File: config.mk
export PLATFORM = sky130hd
export DESIGN_NAME = av2_itx_scheduler
export DESIGN_NICKNAME = d
export VERILOG_FILES = /design/src/rtl/av2_itx_sched_pkg.sv /design/src/rtl/av2_rr_arbiter.sv /design/src/rtl/av2_itx_scheduler.sv
export SDC_FILE = /design/constraint.sdc
export NUM_CORES = 1
export LEC_CHECK = 0
export ABC_AREA = 1
export CAP_MARGIN = 20
export CORE_ASPECT_RATIO = 0.6
export CORE_MARGIN = 4
export CORE_UTILIZATION = 46
export CTS_BUF_LIST = sky130_fd_sc_hd__clkbuf_16
export CTS_CLUSTER_SIZE = 10
export DETAILED_ROUTE_END_ITERATION = 12
export GPL_ROUTABILITY_DRIVEN = 0
export MAX_ROUTING_LAYER = met4
export PLACE_DENSITY = 0.83
export SYNTH_ARGS = -nofsm -noshare
export SYNTH_HDL_FRONTEND = slang
export SYNTH_SLANG_ARGS = --single-unit
File: constraint.sdc
create_clock -name clk -period 5.5 [get_ports clk]
set_input_delay 1.1 -clock clk [delete_from_list [all_inputs] [get_ports clk]]
set_output_delay 1.1 -clock clk [all_outputs]
set_load 0.005 [all_outputs]
File: src/rtl/av2_itx_sched_pkg.sv
// Shared definitions for the inverse-transform scheduler: FSM encoding,
// response codes, transform-type constants and the parameter legality check.
package av2_itx_sched_pkg;

  typedef enum logic [1:0] {
    ST_IDLE  = 2'd0,
    ST_START = 2'd1,
    ST_WAIT  = 2'd2,
    ST_RESP  = 2'd3
  } sched_state_t;

  localparam logic [1:0] RSP_OK      = 2'd0;
  localparam logic [1:0] RSP_BADSIZE = 2'd1;
  localparam logic [1:0] RSP_TIMEOUT = 2'd2;

  localparam logic [3:0] TX_DCT_DCT           = 4'd0;
  localparam logic [3:0] TX_ADST_DCT          = 4'd1;
  localparam logic [3:0] TX_DCT_ADST          = 4'd2;
  localparam logic [3:0] TX_ADST_ADST         = 4'd3;
  localparam logic [3:0] TX_FLIPADST_DCT      = 4'd4;
  localparam logic [3:0] TX_DCT_FLIPADST      = 4'd5;
  localparam logic [3:0] TX_FLIPADST_FLIPADST = 4'd6;
  localparam logic [3:0] TX_IDTX              = 4'd7;

  // A 6-bit size field cannot encode 64, so only 4..32 can ever match.
  function automatic logic size_ok(input logic [5:0] s);
    case (s)
      6'd4, 6'd8, 6'd16, 6'd32: size_ok = 1'b1;
      default:                  size_ok = 1'b0;
    endcase
  endfunction

  function automatic logic tx_params_ok(input logic [5:0] w, input logic [5:0] h,
                                        input logic [3:0] t);
    return size_ok(w) && size_ok(h) && (t <= TX_IDTX);
  endfunction

endpackage

File: src/rtl/av2_rr_arbiter.sv
// Combinational round-robin arbiter: first requester at or above ptr,
// wrapping; the pointer itself is owned by the instantiating block.
module av2_rr_arbiter
  import av2_itx_sched_pkg::*;
#(
  parameter int NUM_REQ = 3,
  parameter int REQ_W   = 2
) (
  input  logic [NUM_REQ-1:0] req,
  input  logic [REQ_W-1:0]   ptr,
  input  logic               enable,
  output logic [NUM_REQ-1:0] grant,
  output logic [REQ_W-1:0]   grant_idx,
  output logic               any
);

  logic found_s;

  // Wrapping priority search starting at ptr.
  always_comb begin
    int cand;
    cand      = 0;
    found_s   = 1'b0;
    grant_idx = '0;
    for (int i = 0; i < NUM_REQ; i++) begin
      cand = int'(ptr) + i;
      if (cand >= NUM_REQ) begin
        cand = cand - NUM_REQ;
      end else begin
        cand = cand;
      end
      if (!found_s && req[cand]) begin
        found_s   = 1'b1;
        grant_idx = REQ_W'(cand);
      end else begin
        found_s   = found_s;
      end
    end
    any = found_s && enable;
    if (any) begin
      grant = {{(NUM_REQ-1){1'b0}}, 1'b1} << grant_idx;
    end else begin
      grant = '0;
    end
  end

endmodule

File: src/rtl/av2_itx_scheduler.sv
// Shares one inverse-transform engine among NUM_REQ residual requesters:
// round-robin grant, parameter check, start pulse, watchdog'd wait, response.
module av2_itx_scheduler
  import av2_itx_sched_pkg::*;
#(
  parameter int NUM_REQ        = 3,
  parameter int REQ_W          = 2,
  parameter int TIMEOUT_CYCLES = 4096,
  parameter int CNT_W          = 13
) (
  input  logic                  clk,
  input  logic                  rst,
  input  logic [NUM_REQ-1:0]    req_valid,
  output logic [NUM_REQ-1:0]    req_ready,
  input  logic [6*NUM_REQ-1:0]  req_tx_width,
  input  logic [6*NUM_REQ-1:0]  req_tx_height,
  input  logic [4*NUM_REQ-1:0]  req_tx_type,
  input  logic [16*NUM_REQ-1:0] req_num_coeffs,
  output logic [NUM_REQ-1:0]    rsp_valid,
  input  logic [NUM_REQ-1:0]    rsp_ready,
  output logic [1:0]            rsp_err,
  output logic                  tx_start,
  output logic [5:0]            tx_width,
  output logic [5:0]            tx_height,
  output logic [3:0]            tx_type,
  output logic [15:0]           tx_num_coeffs,
  output logic [REQ_W-1:0]      tx_sel,
  output logic                  tx_ready,
  input  logic                  tx_done,
  output logic                  busy,
  output logic [15:0]           jobs_done
);

  sched_state_t         state;
  logic [REQ_W-1:0]     rr_ptr;
  logic [CNT_W-1:0]     watchdog;
  logic [NUM_REQ-1:0]   arb_grant;
  logic [REQ_W-1:0]     arb_idx;
  logic                 arb_any;
  logic                 arb_en;
  logic [5:0]           g_width;
  logic [5:0]           g_height;
  logic [3:0]           g_type;
  logic [15:0]          g_coeffs;
  logic                 g_ok;
  logic [REQ_W-1:0]     ptr_next;
  logic [NUM_REQ-1:0]   sel_onehot;
  logic                 timeout_hit;

  // Gating with rst keeps the combinational accept at 0 while reset is held.
  assign arb_en = (state == ST_IDLE) && !rst;

  av2_rr_arbiter #(.NUM_REQ(NUM_REQ), .REQ_W(REQ_W)) u_arb (
    .req       (req_valid),
    .ptr       (rr_ptr),
    .enable    (arb_en),
    .grant     (arb_grant),
    .grant_idx (arb_idx),
    .any       (arb_any)
  );

  assign req_ready   = arb_grant;
  assign g_width     = req_tx_width[6*arb_idx +: 6];
  assign g_height    = req_tx_height[6*arb_idx +: 6];
  assign g_type      = req_tx_type[4*arb_idx +: 4];
  assign g_coeffs    = req_num_coeffs[16*arb_idx +: 16];
  assign g_ok        = tx_params_ok(g_width, g_height, g_type);
  assign ptr_next    = (arb_idx == REQ_W'(NUM_REQ-1)) ? '0 : arb_idx + REQ_W'(1);
  assign sel_onehot  = {{(NUM_REQ-1){1'b0}}, 1'b1} << tx_sel;
  assign timeout_hit = (watchdog == CNT_W'(TIMEOUT_CYCLES-1));

  // Scheduler FSM with all engine/response outputs registered.
  always_ff @(posedge clk or posedge rst) begin
    if (rst) begin
      state         <= ST_IDLE;
      rr_ptr        <= '0;
      watchdog      <= '0;
      tx_start      <= 1'b0;
      tx_width      <= 6'd0;
      tx_height     <= 6'd0;
      tx_type       <= 4'd0;
      tx_num_coeffs <= 16'd0;
      tx_sel        <= '0;
      tx_ready      <= 1'b0;
      rsp_valid     <= '0;
      rsp_err       <= RSP_OK;
      busy          <= 1'b0;
      jobs_done     <= 16'd0;
    end else begin
      tx_start <= 1'b0;
      case (state)
        ST_IDLE: begin
          watchdog <= '0;
          if (arb_any) begin
            tx_width      <= g_width;
            tx_height     <= g_height;
            tx_type       <= g_type;
            tx_num_coeffs <= g_coeffs;
            tx_sel        <= arb_idx;
            rr_ptr        <= ptr_next;
            busy          <= 1'b1;
            if (g_ok) begin
              state    <= ST_START;
              tx_start <= 1'b1;
            end else begin
              state     <= ST_RESP;
              rsp_valid <= arb_grant;
              rsp_err   <= RSP_BADSIZE;
            end
          end
        end
        ST_START: begin
          watchdog <= watchdog + CNT_W'(1);
          tx_ready <= 1'b1;
          state    <= ST_WAIT;
        end
        ST_WAIT: begin
          watchdog <= watchdog + CNT_W'(1);
          // Done takes priority over a timeout landing on the same cycle.
          if (tx_done) begin
            state     <= ST_RESP;
            tx_ready  <= 1'b0;
            rsp_valid <= sel_onehot;
            rsp_err   <= RSP_OK;
            jobs_done <= jobs_done + 16'd1;
          end else if (timeout_hit) begin
            state     <= ST_RESP;
            tx_ready  <= 1'b0;
            rsp_valid <= sel_onehot;
            rsp_err   <= RSP_TIMEOUT;
          end
        end
        ST_RESP: begin
          if (rsp_ready[tx_sel]) begin
            state     <= ST_IDLE;
            rsp_valid <= '0;
            rsp_err   <= RSP_OK;
            busy      <= 1'b0;
          end
        end
        default: begin
          state <= ST_IDLE;
        end
      endcase
    end
  end

endmodule

==> results.yml <==
floorplan:
  core_um2: 9223
  die_x_um: 134.2
  dieArea_um2: 11230
  io-pin-count: 166
  die_h_um: 83.70
  rows: 27
  start_util: 0.4763
setup_path:
  worstSetupEndpointType: "primary output"
  r2r_start: "rr_ptr[0]"
  r2r-end: "rsp_valid[2]"
  crit_required_ns: 4.40
  cp_max_fo: 21
  criticalPathCategory: "input port to primary output"
  reg2reg_slack_ns: 2.13
  critPathLaunchType: "input port"
  worstRegToRegCells: 20
  crit_arrival_ns: 3.70
routing:
  first_iter_violations: 384
  vias: 4610
  vias_per_cell: 5.287
  drc_errors: 0
  wl_mm: 13.40
  antenna_left: 0
  wire_per_inst_um: 15.37
  first_pass_iters: 7
clock_tree:
  h-tree-depth: 3
  cts_setup_buffers: 0
  cts-buffers-inserted: 9
  clock-root-buffer: "clkbuf_16"
  clockBufferDepth: 2
  clk_pin_slew_worst_paths_ns: 0.05
  cts_tree: "yes"
  hold_buffers: 0
  cts_sinks: 75
  cts_resized: 0
  clk_latency_ns: 0.33
synth:
  syn_area_per_cell_um2: 7.693
  ys_seq_area_frac: 0.4272
  synth-edff-count: 0
  yosys-top-cells-area: "dfrtp_1 (43%), nand2_1 (11%), nor2_1 (5.9%)"
  netlist_area_um2: 4393
  synth_area_leader_cell: "dfrtp_1"
  synth_cell_type_count: 38
  synth_top_cell_area_share: 0.4272
  synthCells: 571
  synth_nets: 687
  yosys_warnings: 0
  ys.flop_type: "dfrtp_1"
  async_reset_ff_frac: 1.000
  ys_ff_latch: 75
cells_and_area:
  fin_nets: 853
  antenna_cells: 0
  layout_commonest_cell: "clkdlybuf4s50_1"
  layout_common_cells: "clkdlybuf4s50_1 (165), nand2_1 (133), dfrtp_1 (75)"
  fillCellCount: 700
  drive_gt1_frac: 0.07412
  areaGrowthSynthToFinish_pct: 47.11
timing:
  setup_ws_ns: 0.6968
  drv_slew: 0
  fin_worst_skew_ns: 0.005095
  min_period_over_period: 0.8733
  setup_viol: 0
  fmax_ghz: 0.2082
  period_needed_ns: 4.803
  setup-tns-final_ns: 0
  slew-limit-headroom: 0.3104
  hold_viol: 0
  holdWs_ns: 0.4706
  tightest_slew_ns: 1.033
  rsz0062_at_grt: "false"
global_route:
  grt_pass1_vias: 4661
  gr-usage-all-layers: 0.2520
  antenna_found_initial: 0
  grt_max_degree: 52
  grt_first_pass_wirelength_mm: 22.29
  grt_overflow: 0
run:
  timing.max_cap.violations: 0
run_status:
  outcome: "finished, final reports clean"
min_path:
  worstHoldStart: "rsp_valid[1]"
  hold_class: "flop to flop"
  whs_endpoint: "rsp_valid[1]"
  min_path_cells: 2
place:
  hpwlAfterDp_mm: 10.29
  pre_cts_slack_ns: 0.7296
  io_buffers: 165
power:
  power_leakage_nw: 2.964
  ir_worst_vdd_v: 0.0002952
  powerDensity_nw_per_um2: 590.4
  total_power_w: 0.003815
-- routing by layer --
metal | vias up | global-route usage | share of wire
li1 | 2217 | - | -
met1 | 2135 | 0.3209 | 0.44
met2 | 237 | 0.3988 | 0.46
met3 | 21 | 0.06446 | 0.085
met4 | 0 | 0.07486 | 0.015
met5 | - | - | 0
-- worst max path at each step --
stage	start	endpoint	cells past startpoint
after global placement	req_valid[2]	req_ready[0]	11
final	req_valid[2]	req_ready[0]	11
after floorplan	req_valid[2]	req_ready[2]	9
after CTS	req_valid[2]	req_ready[0]	11
after detailed placement	req_valid[2]	req_ready[0]	11
after global routing	req_valid[2]	req_ready[0]	11
-- synthesized netlist by cell type (all sizes together) (2+ instances only) --
cell and number:
o21ai 30, buf 8, xnor2 5, inv 64, a21oi 38, nor3 14, clkbuf 9, a41oi 6
nand3 53, ha 11, a22oi 11, nor2 73, xor2 9, nand2 142, nand4 7, a31oi 4
a32o 3, dfrtp 75, o22ai 2
-- per-stage QoR --
stage	instance area [um^2]	instances	utilization
final	6462	872	0.7007
after global routing	6462	872	0.7007
after floorplan	4393	571	-
after global placement	6148	855	0.6667
after detailed placement	6148	855	0.6667
after CTS	6442	871	0.6985
-- power breakdown --
part           total (W)  internal, W  switching (W)  leakage (nW)
sequential      0.000887     0.000747       0.000140         0.932
combinational    0.00235     0.000935        0.00142          1.89
clock           0.000574     0.000349       0.000225         0.141
-- final cells by class --
cell class / count / area (um^2) / share of cell area
Tap cell: 130 / 162.7 / 0.02517
Sequential cell: 75 / 1877 / 0.2904
Clock buffer: 9 / 225.2 / 0.03485
Multi-Input combinational cell: 414 / 2168 / 0.3355
Inverter: 65 / 244.0 / 0.03775
Timing Repair Buffer: 172 / 1717 / 0.2656
Clock inverter: 7 / 68.82 / 0.01065
-- sequential cells by signal (all words and copies together) (netlist names) --
signal,flops
state,2
tx_sel,2
tx_ready,1
watchdog,13
tx_num_coeffs,16
rr_ptr,2
rsp_err,2
rsp_valid,3
jobs_done,16
tx_start,1
tx_width,6
tx_type,4
busy,1
tx_height,6
-- worst max-delay path, stage by stage --
cell             delay (ns)
clkdlybuf4s50_1        0.55
inv_2                  0.06
o21ai_2                0.22
nand2_4                0.12
nand3_1                0.11
nand2_1                0.10
nor2_2                 0.11
buf_4                  0.28
nand2_1                0.28
nor2_1                 0.22
clkdlybuf4s50_1        0.54
-- kinds of logic after synthesis --
family / count (synthesis) / share of synthesized area
muxes: 1 / 0.002563
xor gates and xnor gates: 14 / 0.02791
buffers and inverters: 82 / 0.07918
adders and majority gates: 11 / 0.03133
and+or+nand+nor: 291 / 0.2991
AOI/OAI and AO/OA: 97 / 0.1327
DFF: 75 / 0.4272
Note: power is estimated with default switching activity, not from simulation.
